--- src/rtl/fetch_queue.sv ---
// Show-ahead circular instruction fetch queue with valid/ready on both sides.
// Pointers carry an extra wrap bit so full and empty are distinguishable.
module fetch_queue #(
   parameter int DATA_W    = 32,
   parameter int DEPTH     = 8,
   parameter int AF_MARGIN = 1
) (
   input  logic                       clk,
   input  logic                       rst,
   input  logic                       flush,
   input  logic                       enq_valid,
   input  logic [DATA_W-1:0]          enq_data,
   output logic                       enq_ready,
   output logic                       deq_valid,
   output logic [DATA_W-1:0]          deq_data,
   input  logic                       deq_ready,
   output logic [$clog2(DEPTH+1)-1:0] count,
   output logic                       empty,
   output logic                       full,
   output logic                       almost_full
);

   localparam int AW = $clog2(DEPTH);
   localparam int CW = $clog2(DEPTH+1);

   logic [AW:0]       head;
   logic [AW:0]       tail;
   logic [DATA_W-1:0] mem [DEPTH];
   logic              do_enq;
   logic              do_deq;

   assign empty = (head == tail);
   assign full  = (head[AW-1:0] == tail[AW-1:0]) && (head[AW] != tail[AW]);
   assign count = CW'(tail - head);
   assign almost_full = (count >= CW'(DEPTH - AF_MARGIN));

   // Ready depends only on registered state, never on deq_ready.
   assign enq_ready = !full;
   assign deq_valid = !empty;
   assign deq_data  = empty ? '0 : mem[head[AW-1:0]];

   assign do_enq = enq_valid && enq_ready && !flush;
   assign do_deq = deq_valid && deq_ready && !flush;

   always_ff @(posedge clk or negedge rst) begin
      if (!rst) begin
         head <= '0;
         tail <= '0;
      end else if (flush) begin
         head <= '0;
         tail <= '0;
      end else begin
         if (do_enq) tail <= tail + 1'b1;
         if (do_deq) head <= head + 1'b1;
      end
   end

   // Payload storage carries no reset; only pointers are architectural.
   always_ff @(posedge clk) begin
      if (do_enq && rst) mem[tail[AW-1:0]] <= enq_data;
   end

endmodule

--- config.mk ---
export PLATFORM = sky130hd
export DESIGN_NAME = fetch_queue
export DESIGN_NICKNAME = d
export VERILOG_FILES = /design/src/rtl/fetch_queue.sv
export SDC_FILE = /design/constraint.sdc
export NUM_CORES = 1
export LEC_CHECK = 0
export CORE_UTILIZATION = 30
export DETAILED_ROUTE_END_ITERATION = 10
export GPL_ROUTABILITY_DRIVEN = 1
export GPL_TIMING_DRIVEN = 0
export SETUP_SLACK_MARGIN = 0.05
export SLEW_MARGIN = 20
export SYNTH_ARGS = -nofsm -noshare
export SYNTH_HDL_FRONTEND = slang
export SYNTH_SLANG_ARGS = --single-unit
--- constraint.sdc ---
create_clock -name clk -period 4 [get_ports clk]
set_input_delay 0.8 -clock clk [delete_from_list [all_inputs] [get_ports clk]]
set_output_delay 0.8 -clock clk [all_outputs]
set_load 0.05 [all_outputs]
==> impl_metrics.ini, run 1 <==
[power]
pwr-share-seq = 0.446
p_int_mw = 5.073
power_mw = 6.889
switchingPower_mw = 1.815
swShare = 0.2635
p_per_area_nw_per_um2 = 531.0
comb_power_share = 0.203
leakage_nw = 4.302
peakVddDrop_mv = 0.4003
p_clk_frac = 0.351

[global_routing]
antenna_found_initial = 1
grt_pass1_vias = 5420
grt_overflow = 0
grt_pass1_wl_mm = 34.33
grt_start_max_net_pins = 15
grt_use_total = 0.1322

[yosys]
netlist_area_um2 = 10380
ys_seq_elements = 264
synthTopCellsByArea = edfxtp_1, mux4_2, mux4_1
synth-adder-area-share = 0.007953
yosysSeqAreaShare = 0.7596
syn-num-nets = 503
synth_mux_area_frac = 0.1556
synth_top_family_by_area = multiplexers
synthCells = 460
synth-compound-area-share = 0.03555
synth_area_leader_cell = edfxtp_1
synth_top_area_frac = 0.7403
syn_area_per_cell_um2 = 22.57
ys_types = 34
synthXorXnorAreaFrac = 0.003253
synthSimpleGateAreaFrac = 0.01771
yosysWarningCount = 0

[drt]
drt-initial-drc-count = 346
finalWirelength_mm = 23.49
wl_per_cell_um = 21.98
vias_per_cell = 4.820
drc = 0
num_vias = 5153
ant_nets = 0
firstDrtPassIters = 4

[critical_path]
worst-setup-path-type = register to output pin
worst_setup_path_start_kind = register
r2r_cells = 10
worst-path-max-fanout = 10
crit_arrival_ps = 3050
critPathCaptureType = output pin
cp.required_ps = 3200

[clock_network]
clock_path_buffers = 3
htree_levels = 1
cts_hold_buf = 0
clk_pin_slew_ps = 60
root_buffer = clkbuf_16
cts_tree = built
cts_inserted_buffers = 26
clock-sinks = 264
clkLatencyLatePin_ps = 520

[sta]
slew_headroom = 0.4167
maxSlewViolCount = 0
setup_viol = 0
rsz0062_at_grt = true
fin_crit_sh = 0.9623
min_period_ps = 3849
tightest_slew_ps = 870.2
fin_ws_ps = 151.0
max_freq_mhz = 259.8
clock_skew_ps = 10.90
hold_violations = 0

[die]
die_w_um = 188.0
die-area_um2 = 35360
die-height_um = 188.0
rows = 67
start_util = 0.3074
ios = 78
core_area_um2 = 33780

[job]
drv_cap = 0

[place]
gp_congestion = 0.7737
pre_cts_slack_ps = -567.4
port_buffers = 77
dpl.hpwl_mm = 16.29

[final_layout]
final_common_cell = edfxtp_1
drive_above_1_share = 0.2887
final_cell_mix = edfxtp_1, clkdlybuf4s50_1, buf_4
fin_nets = 646
area_delta_synth_final_pct = 24.93

[hold_path]
hold_path.class = input pin to asynchronous set/reset pin

[run_status]
status = finished, final reports clean
path summary, 6_finish.rpt:
| path | start | to | slack [ps] |
|---|---|---|---|
| min in group clk | tail[1]$_DFFE_PN0P_ | tail[1]$_DFFE_PN0P_ | 700 |
| setup reg to reg | head[1]$_DFFE_PN0P_ | mem[0][11]$_DFFE_PP_ | 580 |
| max in group asynchronous | rst | head[1]$_DFFE_PN0P_ | 2980 |
| hold / removal | rst | tail[1]$_DFFE_PN0P_ | 630 |
| hold reg to reg | tail[1]$_DFFE_PN0P_ | tail[1]$_DFFE_PN0P_ | 700 |
| setup / recovery | head[1]$_DFFE_PN0P_ | deq_data[17] | 150 |
cell usage after synthesis:
| library cell | number |
|---|---|
| buf_6 | 1 |
| a21oi_2 | 2 |
| o21ai_0 | 1 |
| mux4_2 | 38 |
| buf_2 | 10 |
| xor2_1 | 2 |
| buf_8 | 1 |
| nor2_1 | 9 |
| a21boi_1 | 2 |
| buf_12 | 3 |
| nand4_1 | 2 |
| xnor2_2 | 1 |
| fa_1 | 1 |
| edfxtp_1 | 256 |
| nor3_1 | 8 |
| dfrtp_1 | 8 |
| o31ai_1 | 1 |
| o2111ai_1 | 1 |
| o21ai_1 | 1 |
| nand3_1 | 6 |
| a21oi_1 | 6 |
| nand3b_1 | 1 |
| nor2b_1 | 3 |
| a22o_1 | 32 |
| ha_1 | 5 |
| nand2_1 | 6 |
| mux2i_1 | 2 |
| mux4_1 | 26 |
| clkbuf_1 | 5 |
| inv_1 | 9 |
| or2_2 | 1 |
| buf_4 | 3 |
| mux2_2 | 5 |
| and3_1 | 2 |
power groups by stage:
stage                     Sequential, mW  Clock, mW  Combinational, mW
after floorplan                     3.13          0              0.956
final                               3.07       2.42               1.40
after detailed placement            3.13          0               1.44
after global placement              3.13          0               1.41
after global routing                3.07       2.57               1.47
after CTS                           3.07       2.46               1.40
metrics by stage:
step	hold WS [ps]	setup TNS [ps]	utilization	cell area, um2	std cells
2_1_floorplan	504.4	-53820	-	10380	460
3_3_place_gp	646.8	-861870	0.3468	11720	985
3_5_place_dp	667.9	-16040	0.3575	12080	1021
4_1_cts	614.3	0	0.3810	12870	1066
5_1_grt	644.7	-0.007105	0.3839	12970	1068
6_report	632.4	0	0.3840	12970	1069
sequential cells by signal, indices dropped and copies added, names as in the netlist:
register and flops:
head 4, mem 256, tail 4
critical path, cell delays in order, from the launching register on:
cell and delay, ps:
dfrtp_2 410, buf_6 180, buf_8 180, inv_1 120
ha_1 340, and3_1 150, clkbuf_4 200, a21oi_4 170
buf_12 150, buf_6 160, a22o_1 200, clkbuf_4 240
kinds of logic after synthesis:
| kind of cell | Yosys count |
|---|---|
| flip-flops | 264 |
| multiplexers | 71 |
| AO/OA/AOI/OAI | 46 |
| AND/OR/NAND/NOR | 38 |
| buffers and inverters | 32 |
| adder cells (fa/ha/maj) | 6 |
| XOR/XNOR | 3 |
per-layer routing:
metal / track usage / routed length, um
met1: 0.1630 / 9592
met3: 0.02527 / 1236
met2: 0.2390 / 12300
met4: 0.02783 / 366
met5: 0 / 0
cell type report:
cell class	instances	area, um2
tap	448	560.5
inverter	9	33.78
multi-input combinational	164	2340
fill	3003	20810
timing repair buffer	115	1051
clock buffer	38	747.0
buffer	23	241.5
antenna	1	2.502
sequential	264	7889
clock inverter	7	107.6
repair_timing:
| item | 4_1_cts | 5_1_grt |
|---|---|---|
| setup buffers | 0 | 1 |
| gates resized for setup | 187 | 32 |
| endpoints found under the setup margin | 42 | 33 |
| cloned | 0 | 1 |
| pin swaps | 0 | 2 |
(Power assumes the default switching activity.)
==> run 2: changes to the inputs <==
- CORE_UTILIZATION: 30 -> 40
==> impl_metrics.ini, run 2 (synthesized netlist as in run 1, its figures left out) <==
[run_status]
status = finished, final reports clean

[final_layout]
largest_reg_flops = 256
regArea_um2 = 7889
diodes = 0
final_common_cell = edfxtp_1
drive_above_1_share = 0.2806
final_cell_mix = edfxtp_1, buf_4, clkdlybuf4s50_1
multi_input_area_um2 = 2340
fin_nets = 645
fillerInstances = 2071
area_delta_synth_final_pct = 22.14

[clock_network]
clock-sinks = 264
cts_setup_buffers = 0
clk_pin_slew_ps = 60
htree_levels = 1
clkLatencyLatePin_ps = 520
clock_path_buffers = 3
cts_tree = built
cts_hold_buf = 0
cts_inserted_buffers = 27
root_buffer = clkbuf_16

[die]
start_util = 0.4100
rows = 58
die_w_um = 163.1
die-height_um = 163.1
ios = 78
core_area_um2 = 25330
die-area_um2 = 26610

[global_routing]
grt_pass1_wl_mm = 32.02
antenna_found_initial = 1
grt_use_total = 0.1643
grt_pass1_vias = 5448
grt_overflow = 0
grt_start_max_net_pins = 14

[place]
pre_cts_slack_ps = -485.9
dpl.hpwl_mm = 14.70
port_buffers = 77
gp_congestion = 0.7738

[sta]
hold_violations = 0
max_freq_mhz = 262.1
rsz0062_at_grt = false
fin_ws_ps = 184.6
fin_crit_sh = 0.9538
setup_viol = 0
min_period_ps = 3815
clock_skew_ps = 9.355
tightest_slew_ps = 885.1
slew_headroom = 0.4060
maxSlewViolCount = 0
worst_hold_slack_ps = 640.3

[power]
p_per_area_nw_per_um2 = 524.0
leakage_nw = 4.232
peakVddDrop_mv = 0.2883

[critical_path]
worst_setup_path_start_kind = register
slowest_stage = dfrtp_2
critPathCaptureType = output pin
worst-setup-path-type = register to output pin
path_delay_family = buffers and inverters
crit_start = head[1]$_DFFE_PN0P_
max_stage_delay_ps = 420
crit_arrival_ps = 3020
cp_num_buf_inv = 5
r2r-start = head[1]$_DFFE_PN0P_
worstPathCellList = buf_6, buf_6, inv_1, ha_1, and3_1, buf_2, a21oi_4, a22o_1, clkdlybuf4s15_2
cp.required_ps = 3200
worst-path-max-fanout = 10
cp_common_cell = buf_6

[job]
drv_cap = 0

[hold_path]
hold_path.class = input pin to asynchronous set/reset pin

[drt]
num_vias = 5110
vias_per_cell = 5.379
firstDrtPassIters = 4
drt-initial-drc-count = 354
drc = 0
wl_per_cell_um = 22.37
finalWirelength_mm = 21.25
ant_nets = 0
## run 2: layout make-up
class,count,area share
well taps,330,0.03256
plain buffers,23,0.01796
flip-flops and latches,264,0.6220
clock inverters,14,0.005229
multi-input cells,164,0.1845
repair buffers,113,0.08001
clock buffers,33,0.05505
inverters,9,0.002664
## run 2: final timing paths
kind / endpoint / slack (ps) / cells after the start
max: deq_data[31] / 180 / 9
min: tail[3]$_DFFE_PN0P_ / 640 / 1
max reg2reg: mem[7][12]$_DFFE_PP_ / 680 / 10
min reg2reg: head[3]$_DFFE_PN0P_ / 720 / 2
max in group asynchronous: head[1]$_DFFE_PN0P_ / 2960 / 1
min in group clk: head[3]$_DFFE_PN0P_ / 720 / 2
## run 2: where the power goes
| group | internal (mW) | leakage, nW | total [mW] | switching, mW |
|---|---|---|---|---|
| Combinational | 0.540 | 1.44 | 1.38 | 0.842 |
| Sequential | 3.06 | 2.41 | 3.07 | 0.0130 |
| Clock | 1.23 | 0.375 | 2.19 | 0.959 |
## run 2: stage by stage
step / instances / cell area, um2 / total power [mW] / utilization / setup TNS [ps]
final: 950 / 12680 / 6.645 / 0.5007 / 0
after global routing: 950 / 12680 / 6.864 / 0.5007 / 0
after CTS: 950 / 12650 / 6.707 / 0.4997 / 0
after detailed placement: 903 / 11930 / 4.546 / 0.4711 / -13190
after global placement: 867 / 11570 / 4.523 / 0.4567 / -807300
after floorplan: 460 / 10380 / 4.085 / - / -53820
## run 2: routing by layer
layer	vias to the layer above	wire, um	global-route usage
li1	2267	-	-
met1	2667	8720	0.2082
met2	140	11040	0.2946
met3	34	1053	0.02489
met4	2	426	0.04078
met5	-	11	0
## run 2: timing repair
item / in CTS / in global routing
pin swaps: 0 / 1
endpoints found under the setup margin: 40 / 32
gates resized for setup: 199 / 8
